==> src/rtl/pet_kbd_pkg.sv <==
// rtl/pet_kbd_pkg.sv - shared PET keyboard matrix constants, key position type and autotype states
package pet_kbd_pkg;

    localparam int NUM_ROWS  = 10;
    localparam int SHIFT_ROW = 8;
    localparam int SHIFT_COL = 0;

    typedef struct packed {
        logic [3:0] row;
        logic [2:0] col;
    } key_pos_t;

    typedef enum logic [1:0] {
        ST_IDLE  = 2'd0,
        ST_SETUP = 2'd1,
        ST_PRESS = 2'd2,
        ST_GAP   = 2'd3
    } kat_state_t;

    // A zero-length phase still waits for one tick.
    function automatic int eff_ticks(input int n);
        return (n == 0) ? 1 : n;
    endfunction

endpackage

==> src/rtl/key_autotype_if.sv <==
// rtl/key_autotype_if.sv - keystroke request handshake between the loader FIFO and key_autotype
interface key_autotype_if;
    logic       req_valid;
    logic       req_ready;
    logic [3:0] req_row;
    logic [2:0] req_col;
    logic       req_shift;

    modport master (output req_valid, req_row, req_col, req_shift, input req_ready);
    modport slave  (input req_valid, req_row, req_col, req_shift, output req_ready);
endinterface

==> src/rtl/kbd_row_merge.sv <==
// rtl/kbd_row_merge.sv - ANDs injected key/shift presses into the live active-low matrix row
module kbd_row_merge
    import pet_kbd_pkg::*;
(
    input  logic [3:0] i_keyrow,
    input  logic [7:0] i_kbd_keyin,
    input  key_pos_t   i_key_pos,
    input  logic       i_key_on,
    input  logic       i_shift_on,
    output logic [7:0] o_keyin
);

    logic [7:0] w_key_mask;
    logic [7:0] w_shift_mask;

    always_comb begin
        w_key_mask   = '0;
        w_shift_mask = '0;
        if (i_key_on && (i_keyrow == i_key_pos.row))
            w_key_mask[i_key_pos.col] = 1'b1;
        if (i_shift_on && (i_keyrow == 4'(SHIFT_ROW)))
            w_shift_mask[SHIFT_COL] = 1'b1;
        o_keyin = i_kbd_keyin & ~(w_key_mask | w_shift_mask);
    end

endmodule

==> src/rtl/key_autotype.sv <==
// rtl/key_autotype.sv - tick-timed press/hold/release sequencer injecting keys into the PET matrix
module key_autotype
    import pet_kbd_pkg::*;
#(
    parameter int SETUP_TICKS = 1,
    parameter int HOLD_TICKS  = 3,
    parameter int GAP_TICKS   = 2,
    parameter int CNT_W       = 8
) (
    input  logic         clk,
    input  logic         reset_n,
    input  logic         tick,
    input  logic         abort,
    key_autotype_if.slave req,
    input  logic [3:0]   keyrow,
    input  logic [7:0]   kbd_keyin,
    output logic [7:0]   keyin,
    output logic         busy
);

    localparam logic [CNT_W:0] L_SETUP = (CNT_W+1)'(eff_ticks(SETUP_TICKS));
    localparam logic [CNT_W:0] L_HOLD  = (CNT_W+1)'(eff_ticks(HOLD_TICKS));
    localparam logic [CNT_W:0] L_GAP   = (CNT_W+1)'(eff_ticks(GAP_TICKS));

    kat_state_t       r_state, w_state_nxt;
    logic [CNT_W-1:0] r_cnt, w_cnt_nxt;
    key_pos_t         r_pos, w_pos_nxt;
    logic             r_shift, w_shift_nxt;
    logic             r_key_on, r_shift_on;
    logic [CNT_W:0]   w_cnt_inc;
    logic [CNT_W:0]   w_limit;
    logic             w_accept;

    assign req.req_ready = (r_state == ST_IDLE) && !abort;
    assign w_accept      = req.req_valid && req.req_ready;
    assign busy          = (r_state != ST_IDLE);
    assign w_cnt_inc     = {1'b0, r_cnt} + {{CNT_W{1'b0}}, tick};

    always_comb begin
        w_state_nxt = r_state;
        w_cnt_nxt   = r_cnt;
        w_pos_nxt   = r_pos;
        w_shift_nxt = r_shift;
        w_limit     = L_GAP;
        case (r_state)
            ST_SETUP: w_limit = L_SETUP;
            ST_PRESS: w_limit = L_HOLD;
            default:  w_limit = L_GAP;
        endcase

        if (abort) begin
            w_state_nxt = ST_IDLE;
            w_cnt_nxt   = '0;
        end else if (r_state == ST_IDLE) begin
            if (w_accept) begin
                w_pos_nxt   = '{row: req.req_row, col: req.req_col};
                w_shift_nxt = req.req_shift;
                // Out-of-range rows are swallowed so a bad paste byte cannot stall the FIFO.
                if (req.req_row < 4'(NUM_ROWS)) begin
                    w_state_nxt = req.req_shift ? ST_SETUP : ST_PRESS;
                    w_cnt_nxt   = CNT_W'(tick);
                end
            end
        end else if (w_cnt_inc >= w_limit) begin
            w_cnt_nxt = '0;
            case (r_state)
                ST_SETUP: w_state_nxt = ST_PRESS;
                ST_PRESS: w_state_nxt = ST_GAP;
                default:  w_state_nxt = ST_IDLE;
            endcase
        end else begin
            w_cnt_nxt = w_cnt_inc[CNT_W-1:0];
        end
    end

    always_ff @(posedge clk or negedge reset_n) begin
        if (!reset_n) begin
            r_state    <= ST_IDLE;
            r_cnt      <= '0;
            r_pos      <= '0;
            r_shift    <= 1'b0;
            r_key_on   <= 1'b0;
            r_shift_on <= 1'b0;
        end else begin
            r_state    <= w_state_nxt;
            r_cnt      <= w_cnt_nxt;
            r_pos      <= w_pos_nxt;
            r_shift    <= w_shift_nxt;
            r_key_on   <= (w_state_nxt == ST_PRESS);
            r_shift_on <= (w_state_nxt == ST_SETUP) || ((w_state_nxt == ST_PRESS) && w_shift_nxt);
        end
    end

    kbd_row_merge u_merge (
        .i_keyrow    (keyrow),
        .i_kbd_keyin (kbd_keyin),
        .i_key_pos   (r_pos),
        .i_key_on    (r_key_on),
        .i_shift_on  (r_shift_on),
        .o_keyin     (keyin)
    );

endmodule

==> src/flat_wrapper.sv <==
// flat-port wrapper written by rule: the top's interface ports become plain ports
module key_autotype_flat import pet_kbd_pkg::*;
#(
    parameter int SETUP_TICKS = 1,
    parameter int HOLD_TICKS  = 3,
    parameter int GAP_TICKS   = 2,
    parameter int CNT_W       = 8
)
  (clk, reset_n, tick, abort, keyrow, kbd_keyin, keyin, busy, req_req_valid, req_req_row, req_req_col, req_req_shift, req_req_ready);
  key_autotype_if req_i ();
  input  logic clk;
  input  logic reset_n;
  input  logic tick;
  input  logic abort;
  input  logic [3:0] keyrow;
  input  logic [7:0] kbd_keyin;
  output logic [7:0] keyin;
  output logic busy;
  input wire logic [$bits(req_i.req_valid)-1:0] req_req_valid;
  input wire logic [$bits(req_i.req_row)-1:0] req_req_row;
  input wire logic [$bits(req_i.req_col)-1:0] req_req_col;
  input wire logic [$bits(req_i.req_shift)-1:0] req_req_shift;
  output wire logic [$bits(req_i.req_ready)-1:0] req_req_ready;
  assign req_i.req_valid = req_req_valid;
  assign req_i.req_row = req_req_row;
  assign req_i.req_col = req_req_col;
  assign req_i.req_shift = req_req_shift;
  assign req_req_ready = req_i.req_ready;
  key_autotype #(.SETUP_TICKS(SETUP_TICKS), .HOLD_TICKS(HOLD_TICKS), .GAP_TICKS(GAP_TICKS), .CNT_W(CNT_W)) u_core (.clk(clk), .reset_n(reset_n), .tick(tick), .abort(abort), .req(req_i), .keyrow(keyrow), .kbd_keyin(kbd_keyin), .keyin(keyin), .busy(busy));
endmodule
==> config.mk <==
export PLATFORM = sky130hd
export DESIGN_NAME = key_autotype_flat
export DESIGN_NICKNAME = d
export VERILOG_FILES = /design/src/rtl/pet_kbd_pkg.sv /design/src/rtl/key_autotype_if.sv /design/src/rtl/kbd_row_merge.sv /design/src/rtl/key_autotype.sv /design/src/flat_wrapper.sv
export SDC_FILE = /design/constraint.sdc
export NUM_CORES = 1
export LEC_CHECK = 0
export BUFFER_PORTS_ARGS = -buffer_cell sky130_fd_sc_hd__buf_2
export CAP_MARGIN = 40
export CELL_PAD_IN_SITES_DETAIL_PLACEMENT = 0
export CELL_PAD_IN_SITES_GLOBAL_PLACEMENT = 2
export CORE_MARGIN = 10
export CORE_UTILIZATION = 32
export DETAILED_ROUTE_END_ITERATION = 10
export PLACE_DENSITY = 0.94
export RECOVER_POWER = 100
export SLEW_MARGIN = 30
export SYNTH_ARGS = -nofsm -noshare
export SYNTH_HDL_FRONTEND = slang
export SYNTH_SLANG_ARGS = --single-unit
export TNS_END_PERCENT = 10
==> constraint.sdc <==
create_clock -name clk -period 4.3 [get_ports clk]
set_input_delay 0.43 -clock clk [delete_from_list [all_inputs] [get_ports clk]]
set_output_delay 0.43 -clock clk [all_outputs]
set_load 0.02 [all_outputs]
==> results of run 1 <==
-- report_power, final --
part	switching (W)	total [W]	internal (W)	leakage, nW
Clock	0.0000569	0.000151	0.0000941	0.0279
Combinational	0.000151	0.000257	0.000105	0.416
Sequential	0.0000410	0.000280	0.000239	0.263
Total	0.000249	0.000688	0.000438	0.707
-- worst max-delay path, cell delays in order (launching register included) --
cell	delay, ps
dfrtp_1	430
inv_1	80
ha_1	300
ha_1	290
nand2b_1	150
a2111oi_0	990
and2_0	310
o311ai_0	240
mux2i_1	190
-- cells in the final DEF, fill, tap and decap left out, drive strengths merged --
cell type	n
a2111oi	1
xnor2	1
dfrtp	20
a32o	2
buf	24
nand4	1
nand2b	1
o311a	1
mux2	1
xor2	3
nor4	1
nand3b	1
o31a	1
o21ai	2
ha	7
bufinv	1
and3b	1
a31oi	3
a211oi	1
inv	8
or4	1
o311ai	2
o41ai	1
nor2b	3
and3	1
nand2	26
clkbuf	14
mux2i	1
a21o	1
a21boi	7
nor2	5
nand3	1
a21oi	1
o21a	1
and2	9
-- final timing paths --
path                                                     to                        start  cells past startpoint  slack (ps)
worst max-delay path            u_core.r_shift_on$_DFF_PN0_  u_core.r_state[1]$_DFF_PN0_                      8        1170
worst min-delay path            u_core.r_pos[4]$_DFFE_PN0P_                      reset_n                      1         300
worst max register to register  u_core.r_shift_on$_DFF_PN0_  u_core.r_state[1]$_DFF_PN0_                      8        1170
worst min register to register     u_core.r_shift$_DFF_PN0_     u_core.r_shift$_DFF_PN0_                      2         510
max in group asynchronous       u_core.r_cnt[3]$_DFFE_PN0P_                      reset_n                      1        3350
min in group clk                u_core.r_pos[3]$_DFFE_PN0P_               req_req_row[0]                      3         320
-- per-layer routing --
metal	share of wire [%]	vias to the layer above	GRT usage, %
li1	-	481	-
met1	48	456	11.18
met2	44	34	14.40
met3	8.2	2	2.928
met4	0.32	0	2.688
met5	0	-	0
-- cells by family after synthesis --
| family | share of synthesized area [%] |
|---|---|
| mux | 1.866 |
| xor+xnor | 3.074 |
| buf+inv | 3.293 |
| simple gates | 22.17 |
| compound gates | 18.00 |
| fa+ha+maj | 7.684 |
| flops | 43.91 |
-- flip-flops by register name, summed over array words and instances (netlist names) --
name and flops:
u_core.r_pos 7, u_core.r_state 2, u_core.r_shift 1, u_core.r_shift_on 1
u_core.r_cnt 8, u_core.r_key_on 1
-- metrics by stage --
| step | cells | area, µm² |
|---|---|---|
| 4_1_cts | 200 | 1413 |
| 3_3_place_gp | 196 | 1360 |
| 2_1_floorplan | 118 | 1140 |
| 3_5_place_dp | 196 | 1360 |
| 5_1_grt | 201 | 1384 |
| 6_report | 201 | 1384 |
-- cell type report --
class | instances | area [µm²] | share of cell area [%]
flip-flops and latches | 20 | 500.5 | 36.17
clock buffers | 3 | 22.52 | 1.627
clock inverters | 1 | 30.03 | 2.170
repair buffers | 35 | 161.4 | 11.66
multi-input cells | 88 | 581.8 | 42.04
inverters | 8 | 30.03 | 2.170
well taps | 46 | 57.56 | 4.159
==> run summary, run 1 <==
Total power - 0.0006875 W
Fillers - 350
Leakage Power - 0.7067 nW
Share of layout cells above drive strength 1 - 21.29%
Clk buf depth - 2
Sequential area share after synthesis - 43.91%
CP Launch Type - flip-flop
Critical Path RT - 4470 ps
Syn. warnings - 0
Fin worst setup slack - 1168 ps
IO Port Bufs - 34
Die Height - 79.68 µm
Clk slew on worst S/H paths - 120 ps
Worst slew pin tran - 1125 ps
Clock Skew - 7.250 ps
CTS tree - built
H-Tree Level Count - 1
CP max FO - 4
Setup violations, final - 0
Primary FF master, synth - dfrtp_1
Setup tns final - 0 ps
Pin count of the biggest net entering global routing - 21
Via count - 973
Sink Count - 20
Power Dens Cells - 496.8 mW/mm²
Hold_buf cts - 0
Leading area contributor after synthesis - dfrtp_1
Final Wtd Congestion - 0.8540
Post-synth top area share - 43.91%
CTS Buf Count - 3
Slew headroom - 23.09%
I/O pins - 35
Final period util - 72.84%
Die Span X - 79.68 µm
EDFF count, synth - 0
DR iter-0 viols - 45
Ant diodes - 0
Peak VDD IR - 0.2803 mV
Setup Fix Bufs, Post-CTS - 0
Post-route core utilization - 40.83%
Synthesized cell area - 0.001140 mm²
Synth top area cells - dfrtp_1 (44%), nand2_1 (8.6%), ha_1 (7.7%)
Cell with the most instances after synthesis - nand2_1
Count of nets after finishing - 188
Fmax - 319.3 MHz
Total gr overflow - 0
Crit path capture type - flip-flop
Avg Vias per Cell - 4.841
Fin Hold WS - 300.1 ps
Distinct cells, synth - 36
Final wirelength - 2828 µm
Status - finished, final reports clean
Hold/Removal Path Class - input port to async pin
Post-synth top cells - nand2_1 (26), dfrtp_1 (20), inv_1 (8)
Syn avg cell area - 9.660 µm²
Row cnt - 21
Routed Antenna Nets - 0
DP HPWL - 2270 µm
Drt wl/cell - 14.07 µm
DR pass1 iterations - 4
Ys async rst share - 100.0%
Max Slew Vio Count - 0
First-pass GRT wire length - 4712 µm
Initial antenna violation count - 0
Post-Syn Nets - 150
Min cycle time layout - 3132 ps
Vias in the first global route - 1041
Max cap viols - 0
Total GRT Usage - 9.005%
CTS Root Cell - clkbuf_4
Post-synthesis cell count - 118
Core area - 0.003390 mm²
Worst-skew pair later-pin latency - 300 ps
Layout area overhead - 21.41%
Resized Gates After CTS - 0
Residual DRC count - 0
Place WS - 1763 ps
Yosys reg bits - 20
Initial Utilization - 33.63%
Final hold vios - 0
Arr. time, crit path - 3300 ps
DIE AREA - 0.006349 mm²
CP Class - flip-flop to flip-flop
Unrepaired setup endpoints after global routing - no
Note: power is estimated with default switching activity, not from simulation.
==> run 2: changes to the inputs <==
--- a/config.mk
+++ b/config.mk
@@ -10,9 +10,9 @@
 export CELL_PAD_IN_SITES_DETAIL_PLACEMENT = 0
 export CELL_PAD_IN_SITES_GLOBAL_PLACEMENT = 2
 export CORE_MARGIN = 10
-export CORE_UTILIZATION = 32
+export CORE_UTILIZATION = 30
 export DETAILED_ROUTE_END_ITERATION = 10
-export PLACE_DENSITY = 0.94
+export PLACE_DENSITY = 0.89
 export RECOVER_POWER = 100
 export SLEW_MARGIN = 30
 export SYNTH_ARGS = -nofsm -noshare
==> constraint.sdc (replaced) <==
create_clock -name clk -period 2.9 [get_ports clk]
set_input_delay 0.29 -clock clk [delete_from_list [all_inputs] [get_ports clk]]
set_output_delay 0.29 -clock clk [all_outputs]
set_load 0.02 [all_outputs]
==> run 2 against run 1 <==
Power grew 50%. Clock-buffer cell count grew 1. Combinational power grew 56%. First-iteration DRC count shrank 16%. Register-to-register slack lost 700 ps. Via count shrank 0.41%. Fmax grew 29%. Design area grew 2.2%. Non-clock buffer count grew 1. Sequential power grew 49%. Wire length grew 2.5%. Largest power group unchanged.
==> run summary, run 2 (synthesis results as in run 1) <==
Die Height - 81.64 µm (was 79.68 µm)
Net Sw Power - 0.0003809 W (was 0.0002492 W)
Commonest cells after routing, fill and taps aside - nand2_1 (26), buf_2 (24), dfrtp_1 (20) (unchanged)
Setup tns final - 0 ps (unchanged)
Max incr delay on CP - 420 ps (was 990 ps)
Largest regs - u_core.r_cnt (8), u_core.r_pos (7), u_core.r_state (2) (unchanged)
Ant diodes - 0 (unchanged)
CTS Buf Count - 3 (unchanged)
DR pass1 iterations - 4 (unchanged)
Worst reg-to-reg path cell count - 8 (unchanged)
Final hold vios - 0 (unchanged)
Cell Int Power - 0.0006497 W (was 0.0004384 W)
Core area - 0.003661 mm² (was 0.003390 mm²)
Switching portion of total power - 36.96% (was 36.24%)
Layout area overhead - 24.04% (was 21.41%)
CTS Root Cell - clkbuf_8 (was clkbuf_4)
Critical Path RT - 3060 ps (was 4470 ps)
CP max FO - 4 (unchanged)
Via count - 969 (was 973)
Power Dens Cells - 728.9 mW/mm² (was 496.8 mW/mm²)
CTS tree - built (unchanged)
Met3 routed WL - 345 µm (was 233 µm)
Resized Gates After CTS - 0 (unchanged)
CP Depth - 8 (unchanged)
Pin count of the biggest net entering global routing - 21 (unchanged)
Initial antenna violation count - 0 (unchanged)
Slew headroom - 27.60% (was 23.09%)
Arr. time, crit path - 2590 ps (was 3300 ps)
Most common cell after layout, fill and taps aside - nand2_1 (unchanged)
Worst hold endpoint - u_core.r_pos[3]$_DFFE_PN0P_
Fillers - 390 (was 350)
Hold path depth - 3
Crit path capture type - flip-flop (unchanged)
Worst-skew pair later-pin latency - 260 ps (was 300 ps)
Met2 wire length - 1097 µm (was 1234 µm)
First-pass GRT wire length - 4795 µm (was 4712 µm)
I/O pins - 35 (unchanged)
Max layer used - met4 (unchanged)
Final period util - 83.78% (was 72.84%)
Reg-to-reg endpoint - u_core.r_key_on$_DFF_PN0_ (was u_core.r_shift_on$_DFF_PN0_)
Clock Power Share - 20.6% (was 22.0%)
Final Wtd Congestion - 0.8259 (was 0.8540)
Initial Utilization - 31.13% (was 33.63%)
Peak VDD IR - 0.2944 mV (was 0.2803 mV)
Largest delay share family, worst path - compound AO/OA/AOI/OAI gates (unchanged)
Count of nets after finishing - 189 (was 188)
Logic pwr share - 38.9% (was 37.3%)
Hold Crit Start - req_req_row[0]
IO Port Bufs - 34 (unchanged)
Unrepaired setup endpoints after global routing - no (unchanged)
Vias in the first global route - 1046 (was 1041)
Die Span X - 81.64 µm (was 79.68 µm)
Fmax - 411.6 MHz (was 319.3 MHz)
Leakage Power - 0.7166 nW (was 0.7067 nW)
Setup violations, final - 0 (unchanged)
Status - finished, final reports clean (unchanged)
R2R Setup Slk - 470 ps (was 1170 ps)
CP Cell Sequence - inv_1 > ha_1 > ha_1 > nand2b_1 > a2111oi_4 > a21boi_0 > o31a_1 > and2_1 (was inv_1 > ha_1 > ha_1 > nand2b_1 > a2111oi_0 > and2_0 > o311ai_0 > mux2i_1)
Worst r2r src - u_core.r_state[0]$_DFF_PN0_ (was u_core.r_state[1]$_DFF_PN0_)
CP Launch Type - flip-flop (unchanged)
Reg with most FFs - u_core.r_cnt (unchanged)
Worst slew pin tran - 1086 ps (was 1125 ps)
Finished Layout Cells - 204 (was 201)
CP Class - flip-flop to flip-flop (unchanged)
Wl on met1 - 1416 µm (was 1350 µm)
CP most frequent cell - ha_1 (unchanged)
Max Slew Vio Count - 0 (unchanged)
Max cap viols - 0 (unchanged)
Drt wl/cell - 14.21 µm (was 14.07 µm)
DR iter-0 viols - 38 (was 45)
Inst Count DP - 199 (was 196)
Max reg flops - 8 (unchanged)
Row cnt - 22 (was 21)
Share of layout cells above drive strength 1 - 21.15% (was 21.29%)
Critical Path Slowest Stage Cell - a2111oi_4 (was a2111oi_0)
Crit path buf inv count - 1 (unchanged)
H-Tree Level Count - 1 (unchanged)
Seq pwr share - 40.5% (was 40.7%)
DP HPWL - 2317 µm (was 2270 µm)
Residual DRC count - 0 (unchanged)
Area of the multi-input gates - 596.8 µm² (was 581.8 µm²)
Avg Vias per Cell - 4.750 (was 4.841)
Routed Antenna Nets - 0 (unchanged)
Final wirelength - 2898 µm (was 2828 µm)
Clock Skew - 1.420 ps (was 7.250 ps)
Sink Count - 20 (unchanged)
Total gr overflow - 0 (unchanged)
Reg area - 500.5 µm² (unchanged)
Min cycle time layout - 2430 ps (was 3132 ps)
DIE AREA - 0.006665 mm² (was 0.006349 mm²)
Hold/Removal Path Class - input port to flip-flop (was input port to async pin)
Total GRT Usage - 8.863% (was 9.005%)
Clk buf depth - 2 (unchanged)
Clk slew on worst S/H paths - 70 ps (was 120 ps)
## run 2: cell types whose count changed in the layout (fill, tap and decap cells not counted), sizes merged
cell | before | now
clkbuf | 14 | 15
bufinv | 1 | 0
dlygate4sd3 | 0 | 1
## run 2: per-stage QoR
step / worst slack, ps / utilization, % / area, µm² / hold WS (ps) / power (W)
6_report: 470.5 / 38.62 / 1414 / 225.2 / 0.001031
5_1_grt: 256.8 / 38.62 / 1414 / 232.8 / 0.001125
4_1_cts: 517.9 / 39.20 / 1435 / 223.2 / 0.001055
3_5_place_dp: 517.9 / 37.42 / 1370 / 265.7 / 0.0008382
3_3_place_gp: 609.3 / 37.42 / 1370 / 257.3 / 0.0008175
2_1_floorplan: 694.9 / - / 1140 / -5.591 / 0.0007108
## run 2: final cells by class
| type | count | area share, % |
|---|---|---|
| inverter | 8 | 2.124 |
| tap | 48 | 4.248 |
| sequential | 20 | 35.40 |
| clock buffer | 4 | 3.894 |
| multi-input combinational | 88 | 42.21 |
| timing repair buffer | 36 | 12.12 |
## run 2: worst max-delay path by stage
stage                     slack (ps)                          end                        start
after floorplan                  690    u_core.r_key_on$_DFF_PN0_  u_core.r_state[0]$_DFF_PN0_
after global placement           610    u_core.r_key_on$_DFF_PN0_  u_core.r_state[0]$_DFF_PN0_
after detailed placement         520    u_core.r_key_on$_DFF_PN0_  u_core.r_state[0]$_DFF_PN0_
after CTS                        520    u_core.r_key_on$_DFF_PN0_  u_core.r_state[0]$_DFF_PN0_
after global routing             260  u_core.r_shift_on$_DFF_PN0_  u_core.r_state[0]$_DFF_PN0_
final                            470    u_core.r_key_on$_DFF_PN0_  u_core.r_state[0]$_DFF_PN0_
## run 2: timing repair
action / 4_1_cts / 5_1_grt
setup buffers: 0 / 0
hold buffers: 1 / 0
hold endpoints to repair: 20 / 0
## run 2: tightest hold or removal path, cell delays in order
cell and delay [ps]:
buf_2 80, nand2_1 40, nand2_1 50
## run 2: power by group through the flow
stage / clock network [W] / logic (W) / registers (W)
after CTS: 0.000219 / 0.000420 / 0.000416
after floorplan: 0 / 0.000308 / 0.000403
final: 0.000213 / 0.000401 / 0.000417
after detailed placement: 0 / 0.000416 / 0.000422
after global routing: 0.000233 / 0.000461 / 0.000431
after global placement: 0 / 0.000401 / 0.000417
## run 2: metal layers
| metal | track usage, % | up-vias |
|---|---|---|
| met5 | 0 | - |
| met4 | 3.061 | 0 |
| met3 | 3.275 | 3 |
| met2 | 13.35 | 40 |
| met1 | 11.42 | 443 |
| li1 | - | 483 |
